$ cat config.mk
export PLATFORM = sky130hd
export DESIGN_NAME = joy_port_host
export DESIGN_NICKNAME = d
export VERILOG_FILES = /design/src/rtl/joy_port_pkg.sv /design/src/rtl/joy_port_oplatch.sv /design/src/rtl/joy_port_host.sv
export SDC_FILE = /design/constraint.sdc
export NUM_CORES = 1
export LEC_CHECK = 0
export CAP_MARGIN = 20
export CORE_ASPECT_RATIO = 0.7
export CORE_MARGIN = 2
export CORE_UTILIZATION = 55
export CTS_CLUSTER_SIZE = 40
export DETAILED_ROUTE_END_ITERATION = 8
export GPL_ROUTABILITY_DRIVEN = 0
export HOLD_SLACK_MARGIN = 0.08
export PLACE_DENSITY_LB_ADDON = 0.08
export SLEW_MARGIN = 20
export SYNTH_ARGS = -nofsm -noshare
export SYNTH_HDL_FRONTEND = slang
export SYNTH_HIERARCHICAL = 1
export SYNTH_SLANG_ARGS = --single-unit
$ cat constraint.sdc
create_clock -name CLK -period 3.7 [get_ports CLK]
set_clock_uncertainty 0.15 [all_clocks]
set_input_delay 0.74 -clock CLK [delete_from_list [all_inputs] [get_ports CLK]]
set_output_delay 0.74 -clock CLK [all_outputs]
set_load 0.005 [all_outputs]
$ cat src/rtl/joy_port_pkg.sv
// Shared types and default timing for the controller port host.
package joy_port_pkg;

  typedef enum logic [2:0] {
    IDLE,
    LATCH,
    GAP,
    CLK_LO,
    CLK_HI,
    DONE
  } joy_state_t;

  localparam int DEF_BITS        = 16;
  localparam int DEF_LATCH_TICKS = 12;
  localparam int DEF_HALF_TICKS  = 6;
  localparam int CNT_W           = 9;

endpackage

$ cat src/rtl/joy_port_oplatch.sv
// Light-sense capture: synchronises P6 and latches the PPU counters on its falling edge.
module joy_port_oplatch
  import joy_port_pkg::*;
(
  input  logic             CLK,
  input  logic             RESET,
  input  logic             PORT_P6,
  input  logic             LATCH_EN,
  input  logic             OPACK,
  input  logic [CNT_W-1:0] HCNT,
  input  logic [CNT_W-1:0] VCNT,
  output logic [CNT_W-1:0] OPHCT,
  output logic [CNT_W-1:0] OPVCT,
  output logic             OPLATCHED
);

  logic [1:0] p6_sync;
  logic       p6_prev;
  logic       p6_fall;
  logic       capture;

  assign p6_fall = p6_prev & ~p6_sync[1];
  // An acknowledge in the same cycle as an edge frees the slot, so the new capture takes it.
  assign capture = p6_fall & LATCH_EN & (~OPLATCHED | OPACK);

  always_ff @(posedge CLK) begin
    if (RESET) begin
      p6_sync   <= 2'b11;
      p6_prev   <= 1'b1;
      OPHCT     <= '0;
      OPVCT     <= '0;
      OPLATCHED <= 1'b0;
    end else begin
      p6_sync <= {p6_sync[0], PORT_P6};
      p6_prev <= p6_sync[1];
      if (capture) begin
        OPHCT     <= HCNT;
        OPVCT     <= VCNT;
        OPLATCHED <= 1'b1;
      end else if (OPACK) begin
        OPLATCHED <= 1'b0;
      end
    end
  end

endmodule

$ cat src/rtl/joy_port_host.sv
// Console-side controller port master: latch/clock strobes, serial shift-in, atomic publish.
module joy_port_host
  import joy_port_pkg::*;
#(
  parameter int BITS        = DEF_BITS,
  parameter int LATCH_TICKS = DEF_LATCH_TICKS,
  parameter int HALF_TICKS  = DEF_HALF_TICKS
) (
  input  logic             CLK,
  input  logic             RESET,
  input  logic             CE,
  input  logic             START,
  output logic             BUSY,
  output logic             PORT_LATCH,
  output logic             PORT_CLK,
  input  logic [1:0]       PORT_DO,
  input  logic             PORT_P6,
  input  logic             LATCH_EN,
  input  logic [CNT_W-1:0] HCNT,
  input  logic [CNT_W-1:0] VCNT,
  input  logic             OPACK,
  output logic [BITS-1:0]  DATA0,
  output logic [BITS-1:0]  DATA1,
  output logic [CNT_W-1:0] OPHCT,
  output logic [CNT_W-1:0] OPVCT,
  output logic             OPLATCHED,
  output joy_state_t       DBG_STATE
);

  localparam int TMAX = (LATCH_TICKS > HALF_TICKS) ? LATCH_TICKS : HALF_TICKS;
  localparam int TW   = (TMAX > 1) ? $clog2(TMAX) : 1;
  localparam int NW   = (BITS > 1) ? $clog2(BITS) : 1;

  joy_state_t      state, state_d;
  logic [TW-1:0]   t, t_d;
  logic [NW-1:0]   n, n_d;
  logic [BITS-1:0] sh0, sh0_d, sh1, sh1_d;
  logic            busy_d;
  logic            publish;

  assign DBG_STATE = state;

  // A START seen without CE raises BUSY at once and is held until the next tick.
  always_comb begin
    state_d = state;
    t_d     = t;
    n_d     = n;
    sh0_d   = sh0;
    sh1_d   = sh1;
    busy_d  = BUSY;
    publish = 1'b0;
    case (state)
      IDLE: begin
        if (START) busy_d = 1'b1;
        if (CE && (START || BUSY)) begin
          state_d = LATCH;
          t_d     = '0;
          n_d     = '0;
          busy_d  = 1'b1;
        end
      end
      LATCH: if (CE) begin
        if (t == TW'(LATCH_TICKS - 1)) begin
          state_d = GAP;
          t_d     = '0;
        end else t_d = t + 1'b1;
      end
      GAP: if (CE) begin
        if (t == TW'(HALF_TICKS - 1)) begin
          state_d = CLK_LO;
          t_d     = '0;
        end else t_d = t + 1'b1;
      end
      CLK_LO: if (CE) begin
        if (t == TW'(HALF_TICKS - 1)) begin
          sh0_d   = {sh0[BITS-2:0], ~PORT_DO[0]};
          sh1_d   = {sh1[BITS-2:0], ~PORT_DO[1]};
          state_d = CLK_HI;
          t_d     = '0;
        end else t_d = t + 1'b1;
      end
      CLK_HI: if (CE) begin
        if (t == TW'(HALF_TICKS - 1)) begin
          t_d = '0;
          if (n == NW'(BITS - 1)) begin
            state_d = DONE;
          end else begin
            n_d     = n + 1'b1;
            state_d = CLK_LO;
          end
        end else t_d = t + 1'b1;
      end
      DONE: begin
        publish = 1'b1;
        busy_d  = 1'b0;
        state_d = IDLE;
      end
      default: state_d = IDLE;
    endcase
  end

  always_ff @(posedge CLK) begin
    if (RESET) begin
      state      <= IDLE;
      t          <= '0;
      n          <= '0;
      sh0        <= '0;
      sh1        <= '0;
      BUSY       <= 1'b0;
      PORT_LATCH <= 1'b0;
      PORT_CLK   <= 1'b1;
      DATA0      <= '0;
      DATA1      <= '0;
    end else begin
      state      <= state_d;
      t          <= t_d;
      n          <= n_d;
      sh0        <= sh0_d;
      sh1        <= sh1_d;
      BUSY       <= busy_d;
      PORT_LATCH <= (state_d == LATCH);
      PORT_CLK   <= (state_d != CLK_LO);
      if (publish) begin
        DATA0 <= sh0;
        DATA1 <= sh1;
      end
    end
  end

  joy_port_oplatch u_oplatch (
    .CLK      (CLK),
    .RESET    (RESET),
    .PORT_P6  (PORT_P6),
    .LATCH_EN (LATCH_EN),
    .OPACK    (OPACK),
    .HCNT     (HCNT),
    .VCNT     (VCNT),
    .OPHCT    (OPHCT),
    .OPVCT    (OPVCT),
    .OPLATCHED(OPLATCHED)
  );

endmodule
# Word-level counts from Yosys, hierarchy flattened
# Cells that the tools add are included.
word_totals:
  register_bits: 100
  input_bits: 27
  elab_cells: 81
classes:
  addsub: 2
  eq_ne: 17
  n_mux: 27
  bitwise_logic: 8
  reduce_logical: 12
ops:
  columns: ["op", "count"]
  rows:
  - ["$mux W4", 8]
  - ["$mux W3", 10]
  - ["$pmux W3 S5", 1]
  - ["$pmux W4 S3", 1]
  - ["$ne A2 B2 Y1 const B", 5]
  - ["$add A4 B1 Y4 const B", 2]
  - ["$eq A4 B4 Y1 const B", 2]
  - ["$pmux W4 S2", 1]
  - ["$eq A3 B1 Y1 const B", 2]
  - ["$eq A3 B2 Y1 const B", 2]
  - ["$eq A3 B3 Y1 const B", 2]
  - ["$reduce_bool A2 Y1", 3]
  - ["$mux W1", 5]
  - ["$reduce_and A5 Y1", 1]
  - ["$eq A4 B3 Y1 const B", 1]
  - ["$not A1 Y1", 4]
  - ["$reduce_and A4 Y1", 1]
  - ["$and A1 B1 Y1", 3]
  - ["$logic_not A3 Y1", 1]
  - ["$ne A3 B2 Y1 const B", 1]
  - ["$ne A3 B3 Y1 const B", 1]
  - ["$reduce_and A3 Y1", 1]
  - ["$reduce_bool A3 Y1", 1]
  - ["$reduce_or A3 Y1", 1]
  - ["6 further kinds", 6]

# Logic depth before layout (Yosys ltp)
# Gate-level depths: netlist of run 1.
depth:
  ltp_word: 6
  mapped_depth: 9
  ltp_nobuf: 6

# Hierarchy
# The synthesis of run 1 kept the hierarchy.
by_module_without_submodules:
  columns: ["mod", "n_inst", "cells_each", "area_each_um2", "seq_area_each_um2"]
  rows:
  - ["joy_port_host", 1, 380, 3096.7, 1561.5]
  - ["joy_port_oplatch", 1, 89, 972.2, 440.4]

# Least setup slack after synthesis of run 1
# Ideal clock, no wire load.
synth_timing:
  path_kind: "input to register"
  start: "in START"
  end: "reg t[2]"
  setup_ns: 0.132
  arrival_time_ns: 1.603
  required_time_ns: 3.418
  path_slack_ns: 1.815
  cell_stages: 4
  n_path_buf: 0
  path_cell_list: "or4_4 > o211a_1 > o21ai_0 > o32ai_2"
synth_between:
  elab_chain_len: 4
synth_rtl:
  columns: ["element", "line_no", "source"]
  rows:
  - ["start: declaration", "joy_port_host.sv:12", "input logic START,"]
  - ["$logic_or A1 B1 Y1", "joy_port_host.sv:55", "if (CE && (START || BUSY)) begin"]
  - ["$logic_and A1 B1 Y1", "joy_port_host.sv:55", null]
  - ["$ne A2 B2 Y1 (no line)", null, null]
  - ["$reduce_and A4 Y1 (no line)", null, null]
  - ["end signal: assignment", "joy_port_host.sv:116", "t <= t_d;"]
  - ["end: declaration", "joy_port_host.sv:35", "logic [TW-1:0] t, t_d;"]
# No other way between the ends.
# A chain may end at the register's enable or synchronous reset.

# Final worst setup path of run 1
layout_timing:
  start: "reg state[2], in the netlist DBG_STATE[2]"
  end: "out DBG_STATE[2]"
layout_rtl:
  columns: ["element", "line_no", "source"]
  rows:
  - ["start: declaration", "joy_port_host.sv:34", "joy_state_t state, state_d;"]
  - ["start signal: assignment", "joy_port_host.sv:115", "state <= state_d;"]
  - ["end: declaration", "joy_port_host.sv:27", "output joy_state_t DBG_STATE"]
# No word-level cell between the ends.

==> results of run 1 <==
==> where the power goes <==
group | leakage, nW | internal (W) | switching [W] | total (W)
Sequential | 0.807 | 0.00108 | 0.00000852 | 0.00109
Clock | 0.0760 | 0.000246 | 0.000361 | 0.000607
Combinational | 0.766 | 0.0000617 | 0.0000485 | 0.000110
Total | 1.65 | 0.00139 | 0.000418 | 0.00181
==> through the flow <==
stage          cell area (sq um)  total power, W  hold slack (ns)  setup WS, ns  utilization, %
6_report                    5020         0.00181            0.275          1.17            69.6
5_1_grt                     5020         0.00188            0.314          1.05            69.6
4_1_cts                     5020         0.00183            0.279          1.15            69.5
3_5_place_dp                4850         0.00123            0.252         0.949            67.2
3_3_place_gp                4850         0.00123            0.244          1.03            67.2
2_1_floorplan               4070         0.00118            0.239          1.81               -
==> cells in the final DEF, fill, tap and decap left out, drive strengths merged, types with 2 or more instances in the layout <==
cell	n
clkinvlp	3
clkdlybuf4s50	82
nand2b	39
mux2i	19
and2	2
nor3	2
nand4	2
inv	8
nand3	8
nand4b	2
nor2b	4
and3	2
ha	3
a221oi	2
a21oi	70
nor4b	2
nand2	128
and4b	2
o211ai	4
nor2	7
or2	4
nor3b	2
a31oi	2
a211oi	3
clkbuf	11
buf	6
o31ai	2
dfxtp	100
nand3b	2
o21ai	3
==> kinds of logic (layout without fill, tap and decap cells) <==
group,Yosys count,count (layout),synth area share (%)
mux,19,19,4.67
buf+inv,40,111,5.63
xor+xnor,1,1,0.215
fa+ha+maj,3,3,0.923
compound gates,95,95,13.9
simple gates,211,211,25.5
flops,100,100,49.2
==> metal layers <==
metal  track usage, %  vias up
met1             28.9     1547
met5                0        -
li1                 -     1694
met2             33.9       71
met3             5.59        9
met4             6.23        0
==> flip-flops by register name, indices dropped and copies added, names as in the netlist, 2 cells and up <==
signal             flops
DATA0                 16
DATA1                 16
sh0                   16
sh1                   16
u_oplatch/OPHCT        9
u_oplatch/OPVCT        9
n                      4
t                      4
DBG_STATE              3
u_oplatch/p6_sync      2
==> final cells by class <==
class                      count  share of cell area [%]
inverter                       7                   0.523
clock inverter                 5                   0.722
tap                           98                    2.44
clock buffer                  11                    2.62
multi-input combinational    329                    36.6
timing repair buffer          88                    17.2
sequential                   100                    39.9
==> worst min-delay path by stage <==
| stage | start | to | slack [ns] | cells past startpoint |
|---|---|---|---|---|
| global placement | u_oplatch/p6_sync[0]$_SDFF_PP1_ | u_oplatch/p6_sync[1]$_SDFF_PP1_ | 0.24 | 1 |
| CTS | u_oplatch/p6_sync[0]$_SDFF_PP1_ | u_oplatch/p6_sync[1]$_SDFF_PP1_ | 0.28 | 1 |
| floorplan | u_oplatch/p6_sync[0]$_SDFF_PP1_ | u_oplatch/p6_sync[1]$_SDFF_PP1_ | 0.24 | 1 |
| detailed placement | u_oplatch/p6_sync[0]$_SDFF_PP1_ | u_oplatch/p6_sync[1]$_SDFF_PP1_ | 0.25 | 1 |
| finish | u_oplatch/p6_sync[0]$_SDFF_PP1_ | u_oplatch/p6_sync[1]$_SDFF_PP1_ | 0.28 | 1 |
| global route | u_oplatch/p6_sync[0]$_SDFF_PP1_ | u_oplatch/p6_sync[1]$_SDFF_PP1_ | 0.31 | 1 |
==> out/metrics.csv, run 1 <==
metric,value,unit
grt_pass1_wl,14200,um
die_x,107,um
ys_ff_latch,100,
synth-edff-count,0,
wl_met3,418,um
crit_fanout,17,
n_antenna_cell,0,
top_layer,met4,
crit_cells,1,
startpoint_type,register,
drt-met1-wl,4140,um
post_drt_wl_per_cell,13.3,um
syn_inst,469,
relSlewSlack,46.7,%
crit_slowest_cell,dfxtp_1,
dr.pass1.iters,4,
synth_warnings,6,
post_drt_via_cell_ratio,5.21,
yosys.cell_types.count,51,
post-route-period-util,68.3,%
cts_made_buffers,9,
synthTopCellsByCount,"nand2_1 (128), dfxtp_1 (100), a21oi_1 (70)",
path_delay_family,flip-flops,
min_path_type,register to register,
synth_area_leaders,"dfxtp_1 (49%), nand2_1 (12%), a21oi_1 (8.6%), nand2b_1 (5.8%), mux2i_1 (4.7%)",
cts-root-buf,clkbuf_8,
cts_tree,done,
worstPathCellList,clkdlybuf4s50_1,
avgSynthCellArea,8.68,sq um
tightestPinTransition,0.800,ns
dpl.cell_count,622,
die_y,76.0,um
io_buffer_count,83,
critical_path_class,register to output pin,
yosysTopAreaCellShare,49.2,%
regToRegSetupSlack,1.49,ns
drive_above_1_share,6.30,%
synth_nets,499,
detail-route-antenna-nets,0,
antenna_found_initial,0,
grtUsageTotal,21.4,%
syn_to_final_growth,23.5,%
fin_nets,565,
setup_viol,0,
regArea,2000,sq um
fin_cells,638,
async_flop_share,0,%
clk_pin_slew,0.09,ns
setup.worst_path.start,DBG_STATE[2]$_SDFF_PP0_,
crit_end,DBG_STATE[2],
htree_levels,3,
r2r_start,DBG_STATE[1]$_SDFF_PP0_,
synth-seq-area-share,49.2,%
num_io_pins,84,
drt-total-wl,8500,um
cp.arrival,1.64,ns
rsz0062_at_grt,false,
netlist_area,4070,sq um
worstReg2RegEnd,DATA1[6]$_SDFFE_PP0P_,
clk_latency,0.35,ns
outcome,"finished, final reports clean",
cts_setup_buffers,0,
maxClockFrequency,0.395,GHz
critPathMaxStageDelay,0.68,ns
postCtsResizedCells,0,
dieArea,8110,sq um
synth_top_area_cell,dfxtp_1,
core,7220,sq um
cts_sinks,100,
p_leak,1.65,nW
post-synth-top-count-cell,nand2_1,
vias,3321,
clock_tree.buffer_depth,2,
cts_hold_buf,0,
grt_max_degree,93,
grt_overflow,0,
placementRows,26,
powerDensity,360,nW/um^2
wl_met2,3840,um
drv_cap,0,
fill_cells,638,
hold_viol,0,
fin_crit,2.53,ns
tns,0,ns
ir_worst_vdd,0.216,mV
worstSetupEndpointType,output pin,
hpwl,5710,um
grt_pass1_vias,3060,
required,2.81,ns
drt_iter0_markers,261,
r2r_cells,5,
synth-main-ff-cell,dfxtp_1,
drv_slew,0,
start_util,56.3,%
cp_num_buf_inv,1,
drc,0,
multi_input_area,1840,sq um
Power figures use the tool's default switching activity.
==> inputs of run 2 (changes only) <==
--- a/config.mk
+++ b/config.mk
@@ -8,7 +8,7 @@
 export CAP_MARGIN = 20
 export CORE_ASPECT_RATIO = 0.7
 export CORE_MARGIN = 2
-export CORE_UTILIZATION = 55
+export CORE_UTILIZATION = 46
 export CTS_CLUSTER_SIZE = 40
 export DETAILED_ROUTE_END_ITERATION = 8
 export GPL_ROUTABILITY_DRIVEN = 0
==> constraint.sdc (replaced) <==
create_clock -name CLK -period 2.2 [get_ports CLK]
set_clock_uncertainty 0.15 [all_clocks]
set_input_delay 0.44 -clock CLK [delete_from_list [all_inputs] [get_ports CLK]]
set_output_delay 0.44 -clock CLK [all_outputs]
set_load 0.005 [all_outputs]
==> run 2 against run 1 <==
  * Count of clock-buffer cells in the layout rose by 1
  * Cell area rose by 5.4%
  * Via count rose by 1.1%
  * Largest cell class unchanged
  * Cell count rose by 4.9%
  * Largest power group unchanged
  * Routed wire length rose by 2.4%
  * Critical endpoint is now DBG_STATE[0]
  * Sequential share of layout area fell by 2.0 points
==> out/metrics.csv, run 2 (synthesis gave the netlist of run 1 again) <==
metric,value,unit
cts_sinks,100,
grt_max_degree,54,
post_drt_via_cell_ratio,5.02,
startpoint_type,register,
p_leak,1.78,nW
fin_cells,669,
drv_slew,0,
clk_latency,0.34,ns
dieArea,9630,sq um
tns,0,ns
setup_viol,0,
post-route-period-util,93.8,%
cts_setup_buffers,0,
p_clk_share,42.4,%
seqPwrFrac,52.0,%
hpwl,5850,um
outcome,"finished, final reports clean",
htree_levels,3,
dr.pass1.iters,7,
switchingPower,0.000745,W
grt_pass1_vias,2987,
multi_input_area,1840,sq um
fill_cells,794,
powerDensity,668,nW/um^2
critPathMaxStageDelay,0.58,ns
required,1.61,ns
rsz0062_at_grt,false,
worstSetupEndpointType,output pin,
fin_nets,575,
crit_slowest_cell,clkdlybuf4s50_1,
fin_crit,2.06,ns
cp.arrival,1.47,ns
cts-root-buf,clkbuf_16,
p_sw_share,21.1,%
ir_worst_vdd,0.410,mV
dpl.cell_count,654,
grtUsageTotal,18.9,%
combPwrFrac,5.6,%
clk_pin_slew,0.06,ns
worstPathCellList,clkdlybuf4s50_1,
cts_made_buffers,9,
path_delay_family,buffers and inverters,
maxClockFrequency,0.485,GHz
drt_iter0_markers,266,
grt_overflow,0,
crit_fanout,10,
drv_cap,0,
final_common_cell,nand2_1,
num_io_pins,84,
clock_tree.buffer_depth,2,
p_int,0.00279,W
io_buffer_count,83,
critical_path_class,register to output pin,
syn_to_final_growth,30.2,%
grt_pass1_wl,14200,um
antenna_found_initial,0,
final_cell_mix,"nand2_1 (128), dfxtp_1 (99), clkdlybuf4s50_1 (82), a21oi_1 (70), nand2b_1 (38)",
cp_num_buf_inv,1,
drive_above_1_share,8.20,%
hold_viol,0,
tightestPinTransition,0.487,ns
fin_util,62.2,%
n_antenna_cell,0,
core,8510,sq um
post_drt_wl_per_cell,13.0,um
cts_tree,done,
regToRegSetupSlack,0.32,ns
die_x,116,um
detail-route-antenna-nets,0,
regArea,2000,sq um
placementRows,28,
drc,0,
start_util,47.8,%
relSlewSlack,67.5,%
vias,3356,
place_area,5010,sq um
die_y,82.7,um
whs,0.268,ns
drt-total-wl,8700,um
design_area,5300,sq um
min_path_type,register to register,
-- run 2: changes by cell type in the layout (fill, tap and decap cells not counted), moves of 2 or more --
cell and delta:
buf_12 +4, buf_4 +6, clkbuf_1 -2, clkbuf_16 +9, clkbuf_8 -6, clkinvlp_4 -2
-- run 2: layout make-up --
| cell class | instances | share of cell area (%) |
|---|---|---|
| clock buffers | 12 | 5.03 |
| clock inverters | 3 | 0.402 |
| inverters | 7 | 0.496 |
| multi-input cells | 329 | 34.7 |
| flip-flops and latches | 100 | 37.8 |
| well taps | 120 | 2.83 |
| repair buffers | 98 | 18.7 |
-- run 2: path summary, 6_finish.rpt --
kind,depth (start not counted),endpoint,start
max,1,DBG_STATE[0],DBG_STATE[0]$_SDFF_PP0_
min,1,u_oplatch/p6_sync[1]$_SDFF_PP1_,u_oplatch/p6_sync[0]$_SDFF_PP1_
max reg2reg,7,PORT_LATCH$_SDFF_PP0_,t[1]$_SDFFE_PP0P_
min reg2reg,1,u_oplatch/p6_sync[1]$_SDFF_PP1_,u_oplatch/p6_sync[0]$_SDFF_PP1_
-- run 2: through the flow --
step | setup WS (ns) | power [W]
floorplan | 0.483 | 0.00198
global placement | 0.0912 | 0.00208
detailed placement | 0.0447 | 0.00208
CTS | 0.0257 | 0.00358
global route | 0.0595 | 0.00367
finish | 0.136 | 0.00354
-- run 2: routing by layer --
metal / wire (um) / share of wire [%] / GRT usage, % / up-vias
li1: - / - / - / 1718
met1: 4400 / 51 / 25.4 / 1545
met2: 3740 / 43 / 29.2 / 82
met3: 429 / 4.9 / 5.04 / 11
met4: 128 / 1.5 / 6.79 / 0
met5: 0 / 0 / 0 / -
-- run 2: worst reg2reg max path: stages (launching register included) --
cell      delay (ns)
dfxtp_1         0.38
inv_1           0.06
ha_1            0.21
and4b_1         0.25
buf_4           0.16
o21a_1          0.10
a211oi_1        0.34
nor3_1          0.10
-- run 2: what timing repair did --
item,CTS,global route
hold buffers,0,0
endpoints found under the setup margin,0,1
endpoints found under the hold margin,0,0
resized for setup,0,1
-- run 2: power groups by stage --
stage               Combinational (W)  Clock, W  Sequential, W
floorplan                    0.000104         0        0.00188
global placement             0.000196         0        0.00188
CTS                          0.000199   0.00154        0.00184
finish                       0.000198   0.00150        0.00184
detailed placement           0.000198         0        0.00188
global route                 0.000216   0.00161        0.00184
==> inputs of run 3 (changes only) <==
--- a/config.mk
+++ b/config.mk
@@ -7,7 +7,7 @@
 export LEC_CHECK = 0
 export CAP_MARGIN = 20
 export CORE_ASPECT_RATIO = 0.7
-export CORE_MARGIN = 2
+export CORE_MARGIN = 1
 export CORE_UTILIZATION = 46
 export CTS_CLUSTER_SIZE = 40
 export DETAILED_ROUTE_END_ITERATION = 8
==> run 3 against run 2 <==
  * Via count fell by 0.33%
  * Clock power barely moved
  * Cell count fell by 0.30%
  * Count of clock-buffer cells in the layout rose by 1
  * Utilization barely moved
  * Die area is 4.1% lower
  * First-iteration DRC count decreased by 35%
  * Critical path type unchanged
  * Largest cell class unchanged
==> out/metrics.csv, run 3 (synthesis gave the netlist of run 1 again) <==
metric,value,unit
outcome,"finished, final reports clean",
dpl.cell_count,651,
fill_cells,760,
rsz0062_at_grt,false,
maxClockFrequency,0.488,GHz
antenna_found_initial,0,
drt-total-wl,8730,um
drv_slew,0,
num_io_pins,84,
cts_made_buffers,9,
drv_cap,0,
htree_levels,3,
cts_hold_buf,0,
cts_sinks,100,
grt_max_degree,51,
post_drt_via_cell_ratio,5.01,
p_clk_share,42.9,%
grt_overflow,0,
vias,3345,
regToRegSetupSlack,0.37,ns
clock_tree.buffer_depth,2,
hold_viol,0,
worstPathCellList,clkdlybuf4s50_1,
cp_num_buf_inv,1,
cp.arrival,1.46,ns
post-route-period-util,93.1,%
seqPwrFrac,51.5,%
fin_nets,572,
fin_cells,667,
grt_pass1_vias,3050,
detail-route-antenna-nets,0,
setup_viol,0,
grt_pass1_wl,14200,um
cts_tree,done,
fin_crit,2.05,ns
tightestPinTransition,0.384,ns
placementRows,28,
regArea,2000,sq um
required,1.61,ns
startpoint_type,register,
die_x,114,um
final_cell_mix,"nand2_1 (128), dfxtp_1 (98), clkdlybuf4s50_1 (82), a21oi_1 (70), nand2b_1 (38)",
multi_input_area,1840,sq um
crit_cells,1,
critPathMaxStageDelay,0.57,ns
drive_above_1_share,8.04,%
dr.pass1.iters,4,
io_buffer_count,83,
design_area,5300,sq um
relSlewSlack,74.3,%
crit_fanout,10,
clk_latency,0.34,ns
final_common_cell,nand2_1,
crit_end,DBG_STATE[0],
powerDensity,674,nW/um^2
start_util,47.8,%
r2r_cells,5,
core,8510,sq um
tns,0,ns
dieArea,9230,sq um
critical_path_class,register to output pin,
drt_iter0_markers,173,
worstSetupEndpointType,output pin,
p_leak,1.78,nW
crit_slowest_cell,clkdlybuf4s50_1,
p_sw_share,20.9,%
clk_pin_slew,0.06,ns
switchingPower,0.000745,W
cts-root-buf,clkbuf_16,
hpwl,5890,um
setup.worst_path.start,DBG_STATE[0]$_SDFF_PP0_,
cts_setup_buffers,0,
grtUsageTotal,19.6,%
n_antenna_cell,0,
p_int,0.00283,W
worstReg2RegEnd,DATA0[12]$_SDFFE_PP0P_,
combPwrFrac,5.6,%
die_y,80.7,um
r2r_start,DBG_STATE[0]$_SDFF_PP0_,
syn_to_final_growth,30.2,%
place_area,5000,sq um
drc,0,
min_path_type,register to register,
path_delay_family,buffers and inverters,
ir_worst_vdd,0.492,mV
post_drt_wl_per_cell,13.1,um
-- run 3: how the worst min path moves through the flow --
stage                                                from                              end  depth (start not counted)
final                     u_oplatch/p6_sync[0]$_SDFF_PP1_  u_oplatch/p6_sync[1]$_SDFF_PP1_                          1
after detailed placement  u_oplatch/p6_sync[0]$_SDFF_PP1_  u_oplatch/p6_sync[1]$_SDFF_PP1_                          1
after global placement    u_oplatch/p6_sync[0]$_SDFF_PP1_  u_oplatch/p6_sync[1]$_SDFF_PP1_                          1
after floorplan           u_oplatch/p6_sync[0]$_SDFF_PP1_  u_oplatch/p6_sync[1]$_SDFF_PP1_                          1
after global routing      u_oplatch/p6_sync[0]$_SDFF_PP1_  u_oplatch/p6_sync[1]$_SDFF_PP1_                          1
after CTS                 u_oplatch/p6_sync[0]$_SDFF_PP1_  u_oplatch/p6_sync[1]$_SDFF_PP1_                          1
-- run 3: routing by layer --
| layer | GRT usage, % | vias to the layer above | wire (um) |
|---|---|---|---|
| met2 | 31.2 | 79 | 3970 |
| li1 | - | 1712 | - |
| met4 | 5.71 | 0 | 61 |
| met3 | 5.96 | 5 | 372 |
| met5 | 0 | - | 0 |
| met1 | 25.7 | 1549 | 4320 |
-- run 3: power by group through the flow --
| stage | logic, W | clock network (W) | registers [W] |
|---|---|---|---|
| final | 0.000199 | 0.00153 | 0.00184 |
| after global routing | 0.000216 | 0.00165 | 0.00184 |
| after CTS | 0.000200 | 0.00157 | 0.00184 |
| after detailed placement | 0.000199 | 0 | 0.00188 |
| after global placement | 0.000195 | 0 | 0.00188 |
| after floorplan | 0.000104 | 0 | 0.00188 |
-- run 3: area by class of cell --
cell class / count / share of cell area [%]
clock buffers: 13 / 5.29
inverters: 7 / 0.496
clock inverters: 3 / 0.354
repair buffers: 95 / 18.5
well taps: 120 / 2.83
multi-input cells: 329 / 34.7
flip-flops and latches: 100 / 37.8
-- run 3: what timing repair did --
action	4_1_cts	5_1_grt
setup endpoints to repair	1	1
pin swaps	0	0
resized for setup	1	1
-- run 3: metrics by stage --
| stage | hold slack [ns] | total power, W | util (%) | setup WS [ns] |
|---|---|---|---|---|
| floorplan | 0.239 | 0.00198 | - | 0.483 |
| global placement | 0.242 | 0.00208 | 58.7 | 0.109 |
| detailed placement | 0.243 | 0.00208 | 58.7 | 0.0745 |
| CTS | 0.258 | 0.00361 | 62.2 | 0.0331 |
| global route | 0.272 | 0.00370 | 62.2 | 0.105 |
| finish | 0.265 | 0.00357 | 62.2 | 0.152 |
